<file path="config.mk">
export PLATFORM = sky130hd
export DESIGN_NAME = monte_bus_master
export DESIGN_NICKNAME = d
export VERILOG_FILES = /design/src/rtl/monte_bus_master.sv
export SDC_FILE = /design/constraint.sdc
export NUM_CORES = 1
export LEC_CHECK = 0
export CORE_UTILIZATION = 55
export DETAILED_ROUTE_END_ITERATION = 10
export DONT_BUFFER_PORTS = 1
export GPL_ROUTABILITY_DRIVEN = 0
export HOLD_SLACK_MARGIN = 0.1
export PLACE_DENSITY_LB_ADDON = 0.08
export SLEW_MARGIN = 20
export SYNTH_ARGS = -nofsm -noshare
export SYNTH_HDL_FRONTEND = slang
export SYNTH_SLANG_ARGS = --single-unit
</file>
<file path="constraint.sdc">
create_clock -name clk -period 6.3 [get_ports clk]
set_clock_uncertainty 0.1 [all_clocks]
set_input_delay 1.26 -clock clk [delete_from_list [all_inputs] [get_ports clk]]
set_output_delay 1.26 -clock clk [all_outputs]
set_load 0.005 [all_outputs]
</file>
<file path="src/rtl/monte_bus_master.sv">
// Bus master that loads a 16-cell board and a seed into a responder, idles for
// WAIT_CYCLES, then reads back 40 result bytes from addresses 17..56.
module monte_bus_master #(
    parameter int unsigned WAIT_CYCLES = 1000,
    parameter int unsigned GNT_TIMEOUT = 255
) (
    input  logic         clk,
    input  logic         rst,
    input  logic         start,
    input  logic         abort,
    input  logic [95:0]  board,
    input  logic [7:0]   seed_in,
    output logic [15:0]  int_address,
    output logic [7:0]   int_wr_data,
    output logic         int_write,
    output logic         int_read,
    output logic         int_req,
    input  logic         int_gnt,
    input  logic [7:0]   int_rd_data,
    output logic [319:0] results,
    output logic         busy,
    output logic         done,
    output logic         err
);

    typedef enum logic [3:0] {
        IDLE, REQ, WR_GRID, WR_SEED, WAIT, RD, RD_CAP, DONE, ERR
    } state_t;

    state_t           state;
    logic [15:0][5:0] board_q;
    logic [7:0]       seed_q;
    logic [5:0]       idx;
    logic [31:0]      wait_cnt;
    logic [15:0]      tmo_cnt;
    logic [39:0][7:0] res_q;
    logic             tmo_hit;

    assign results = res_q;

    // Strobes follow int_gnt combinationally so a strobe only ever lands in a granted cycle.
    always_comb begin
        tmo_hit     = (tmo_cnt + 16'd1) >= 16'(GNT_TIMEOUT);
        int_req     = !abort && (state inside {REQ, WR_GRID, WR_SEED, WAIT, RD, RD_CAP});
        int_write   = !abort && int_gnt && (state inside {WR_GRID, WR_SEED});
        int_read    = !abort && int_gnt && (state == RD);
        int_address = '0;
        int_wr_data = '0;
        if (int_write) begin
            if (state == WR_GRID) begin
                int_address = {10'd0, idx};
                int_wr_data = {2'b00, board_q[idx[3:0]]};
            end else begin
                int_address = 16'd16;
                int_wr_data = (seed_q == 8'd0) ? 8'h01 : seed_q;
            end
        end
        if (int_read) begin
            int_address = 16'd17 + {10'd0, idx};
        end
    end

    always_ff @(posedge clk or negedge rst) begin
        if (!rst) begin
            state    <= IDLE;
            board_q  <= '0;
            seed_q   <= '0;
            idx      <= '0;
            wait_cnt <= '0;
            tmo_cnt  <= '0;
            res_q    <= '0;
            busy     <= 1'b0;
            done     <= 1'b0;
            err      <= 1'b0;
        end else begin
            done <= 1'b0;
            if (abort) begin
                state    <= IDLE;
                busy     <= 1'b0;
                idx      <= '0;
                wait_cnt <= '0;
                tmo_cnt  <= '0;
            end else begin
                case (state)
                    IDLE: begin
                        if (start) begin
                            board_q <= board;
                            seed_q  <= seed_in;
                            err     <= 1'b0;
                            busy    <= 1'b1;
                            idx     <= '0;
                            tmo_cnt <= '0;
                            state   <= REQ;
                        end
                    end
                    REQ, WR_GRID, WR_SEED, RD: begin
                        if (!int_gnt) begin
                            if (tmo_hit) begin
                                state   <= ERR;
                                err     <= 1'b1;
                                tmo_cnt <= '0;
                            end else begin
                                tmo_cnt <= tmo_cnt + 16'd1;
                            end
                        end else begin
                            tmo_cnt <= '0;
                            case (state)
                                REQ: state <= WR_GRID;
                                WR_GRID: begin
                                    if (idx == 6'd15) begin
                                        idx   <= '0;
                                        state <= WR_SEED;
                                    end else begin
                                        idx <= idx + 6'd1;
                                    end
                                end
                                WR_SEED: begin
                                    wait_cnt <= '0;
                                    state    <= (WAIT_CYCLES == 0) ? RD : WAIT;
                                end
                                default: state <= RD_CAP;
                            endcase
                        end
                    end
                    WAIT: begin
                        if (wait_cnt == WAIT_CYCLES - 1) begin
                            wait_cnt <= '0;
                            state    <= RD;
                        end else begin
                            wait_cnt <= wait_cnt + 32'd1;
                        end
                    end
                    RD_CAP: begin
                        res_q[idx] <= int_rd_data;
                        if (idx == 6'd39) begin
                            idx   <= '0;
                            done  <= 1'b1;
                            state <= DONE;
                        end else begin
                            idx   <= idx + 6'd1;
                            state <= RD;
                        end
                    end
                    DONE, ERR: begin
                        busy  <= 1'b0;
                        state <= IDLE;
                    end
                    default: state <= IDLE;
                endcase
            end
        end
    end

endmodule
</file>
==> impl_summary.txt <==
----------------------------------------------------
[STA]
  Setup Total Neg Slack ... 0 ns
  Number of failing setup endpoints in the final timing report ... 0
  Final hold viol count ... 0
  Final Slew Violations ... 0
  Min cycle time layout ... 4.469 ns
  Peak Freq ... 0.2237 GHz
  Slew at the pin closest to its max-slew limit ... 1.144 ns
  Unrepaired setup endpoints after global routing ... false
  Worst slew margin relative to its limit ... 23.72%
  Final cycle utilization of the critical path ... 70.94%

[Clock network]
  Number of sinks handled by clock tree synthesis ... 485
  Skew-Pair Late Insertion Delay ... 0.58 ns
  Total clock buffers created by CTS ... 51
  Clock tree root driver cell ... sky130_fd_sc_hd__clkbuf_16
  Count of H-tree levels built during CTS ... 2
  Hold bufs inserted after CTS ... 0
  Resize count post-CTS ... 0
  CTS tree ... yes
  Number of buffers inserted to repair setup after CTS ... 0
  Clock buffer depth ... 3
  CTS clk-pin slew, worst paths ... 0.06 ns

[Setup path]
  Crit path launch type ... flop
  Peak fanout along the critical path ... 40
  Classification of the worst setup path ... flop to primary output
  WP data required ... 4.94 ns
  Endpoint arrival time on the critical path ... 3.11 ns
  CP endpoint kind ... primary output

[Global route]
  GR Overflow Total ... 0
  Global-route wire length before repair ... 77000 um
  Antenna violations before repair ... 23
  Largest net degree at the start of global routing ... 486
  Combined global-route utilization of all metal layers ... 26.78%
  Via count of the first global-routing pass ... 12210

[Detailed routing]
  Overall via count from detail_route ... 12080
  Average vias per placed instance ... 6.098
  Detailed-router iteration count before antenna repair ... 5
  DR DRC count ... 0
  Final wirelength ... 50540 um
  Remaining antenna violation count after routing ... 0
  Avg WL per Cell ... 25.51 um
  Violation count after the first detailed-routing iteration ... 767

[Placement]
  Number of cells after detailed placement ... 1875
  Count of buffers from port buffering ... 0
  Cell area after placement ... 0.02075 mm^2
  Half-perimeter wire length of the detailed placement result ... 33240 um

[Final layout]
  Count of non-filler cells in the finished layout ... 1981
  Net count, final ... 1581
  Fillers ... 2861
  Final Instance Area ... 0.02249 mm^2
  Layout Area Growth over Synthesis ... 9.736%
  Fraction of layout instances using a drive strength above 1 ... 37.45%

[Yosys]
  Library cell with the highest instance count after synthesis ... sky130_fd_sc_hd__dfrtp_1
  Share of synthesized cell area in full adder, half adder and majority cells ... 0.2442%
  Post-Synth Simple-Gate Area ... 7.294%
  Share of the synthesized area in the top cell type ... 59.21%
  Async set or reset register ratio after synthesis ... 100.0%
  Sequential area share after synthesis ... 59.21%
  Ys Warns ... 0
  Number of synthesized flops with an enable pin ... 0
  Register bit count reported by yosys ... 485
  Number of standard cells after synthesis ... 1488
  Commonest cells in the synthesized netlist ... 485 x sky130_fd_sc_hd__dfrtp_1, 428 x sky130_fd_sc_hd__mux2_2, 66 x sky130_fd_sc_hd__nand2_1
  Leading cell types by total area after synthesis ... sky130_fd_sc_hd__dfrtp_1 59%, sky130_fd_sc_hd__mux2_2 24%, sky130_fd_sc_hd__mux4_2 1.8%, sky130_fd_sc_hd__nand2_1 1.2%, sky130_fd_sc_hd__nor2_1 1.2%
  Post-synthesis mux area share ... 25.89%
  Most frequently used flop master after synthesis ... sky130_fd_sc_hd__dfrtp_1
  Area of the mapped netlist ... 0.02050 mm^2
  Biggest area consumer among synthesized cells ... sky130_fd_sc_hd__dfrtp_1
  Count of different cell masters after synthesis ... 69
  Largest family of logic cells by synthesized area ... multiplexers
  Avg Inst Size Synth ... 13.78 um^2
  Compound-Gate Fraction of Synth Area ... 3.784%
  Xor and xnor area share after synthesis ... 1.196%

[Power and ir drop]
  Worst-case vdd ir drop ... 0.2841 mV
  Static Leak ... 10.70 nW
  Power per standard cell area ... 338.5 mW/mm^2

[Die]
  Die Footprint ... 0.03805 mm^2
  Area of the core region ... 0.03661 mm^2
  Die Y-Extent ... 195.1 um
  Number of top-level design ports ... 467
  Width of the die ... 195.1 um
  Initial cell density of the core ... 55.99%
  Num rows ... 70

[Hold path]
  Hold crit path type ... primary input to asynchronous set/reset pin

[Run]
  Max-cap violations ... 0

[Run status]
  Run status ... finished clean

----------------------------------------------------
critical path, cell delays in order, from the launching register on:
cell and delay (ns):
sky130_fd_sc_hd__dfrtp_2 0.97, sky130_fd_sc_hd__nor2b_1 0.31, sky130_fd_sc_hd__a221oi_1 0.32, sky130_fd_sc_hd__a31oi_1 0.06, sky130_fd_sc_hd__a2111oi_0 0.54, sky130_fd_sc_hd__a21oi_1 0.08
sky130_fd_sc_hd__o21a_1 0.25
stage by stage:
stage / hold WS, ns / util, % / worst slack, ns / total power, W
4_1_cts: 0.2508 / 61.32 / 1.674 / 0.007677
3_3_place_gp: 0.3823 / 56.68 / 2.140 / 0.004607
5_1_grt: 0.2521 / 61.39 / 1.544 / 0.007899
2_1_floorplan: 0.3708 / - / 2.709 / 0.004432
3_5_place_dp: 0.3898 / 56.68 / 2.081 / 0.004648
6_report: 0.2771 / 61.44 / 1.831 / 0.007614
routing by layer:
metal  vias up  share of wire [%]  GRT usage, %
li1       5259                  -             -
met1      6260                 40         33.40
met2       426                 48         43.00
met3       115                8.2         9.257
met4        20                3.3         10.41
met5         -               0.22             0
report_power, final:
group,switching [W],internal [W],leakage (nW)
Clock,0.00120,0.00183,0.841
Sequential,0.000237,0.00348,6.54
Combinational,0.000365,0.000515,3.32
layout by cell type (no fill, tap or decap), types with 11 or more instances in the layout:
master	netlist	routed
sky130_fd_sc_hd__and3_1	17	17
sky130_fd_sc_hd__clkbuf_16	0	53
sky130_fd_sc_hd__dfrtp_1	485	483
sky130_fd_sc_hd__a21oi_1	20	19
sky130_fd_sc_hd__and2_1	11	11
sky130_fd_sc_hd__clkbuf_8	0	11
sky130_fd_sc_hd__inv_1	18	18
sky130_fd_sc_hd__xnor2_1	23	23
sky130_fd_sc_hd__clkbuf_1	57	14
sky130_fd_sc_hd__nor3_1	26	26
sky130_fd_sc_hd__nor2_1	64	64
sky130_fd_sc_hd__nor4_1	13	13
sky130_fd_sc_hd__o21ai_0	24	24
sky130_fd_sc_hd__diode_2	0	15
sky130_fd_sc_hd__nand2_1	66	65
sky130_fd_sc_hd__mux4_2	16	16
sky130_fd_sc_hd__mux2_2	428	428
sky130_fd_sc_hd__nand3_1	22	22
final cells by class:
class                      count  area, um^2  share of cell area [%]
antenna                       15       37.54                  0.1669
clock buffer                  78        1530                   6.803
clock inverter                13       165.2                  0.7342
inverter                      18       67.56                  0.3004
multi-input combinational    898        7924                   35.23
sequential                   485       12140                   53.97
tap                          468       585.6                   2.603
timing repair buffer           6       45.04                  0.2002
final timing paths:
kind | slack, ns | cells after the start | start | end
hold / removal | 0.28 | 0 | rst | results[73]$_DFFE_PN0P_
setup reg to reg | 2.82 | 6 | state[0]$_DFFE_PN0P_ | results[153]$_DFFE_PN0P_
setup / recovery | 1.83 | 6 | idx[1]$_DFFE_PN0P_ | int_wr_data[0]
min in group clk | 0.40 | 1 | board_q[85]$_DFFE_PN0P_ | board_q[85]$_DFFE_PN0P_
max in group asynchronous | 4.89 | 0 | rst | results[102]$_DFFE_PN0P_
hold reg to reg | 0.40 | 1 | board_q[85]$_DFFE_PN0P_ | board_q[85]$_DFFE_PN0P_
cells by family after synthesis:
family / count (synthesis)
DFF: 485
other: 1
muxes: 456
AOI/OAI and AO/OA: 113
buffers and inverters: 113
and+or+nand+nor: 288
xor gates and xnor gates: 28
adders and majority gates: 4
sequential cells by signal, summed over array words and instances (netlist names):
name      flops
seed_q        8
results     320
err           1
done          1
wait_cnt     32
tmo_cnt      16
board_q      96
state         4
idx           6
busy          1
Note: power is estimated with default switching activity, not from simulation.
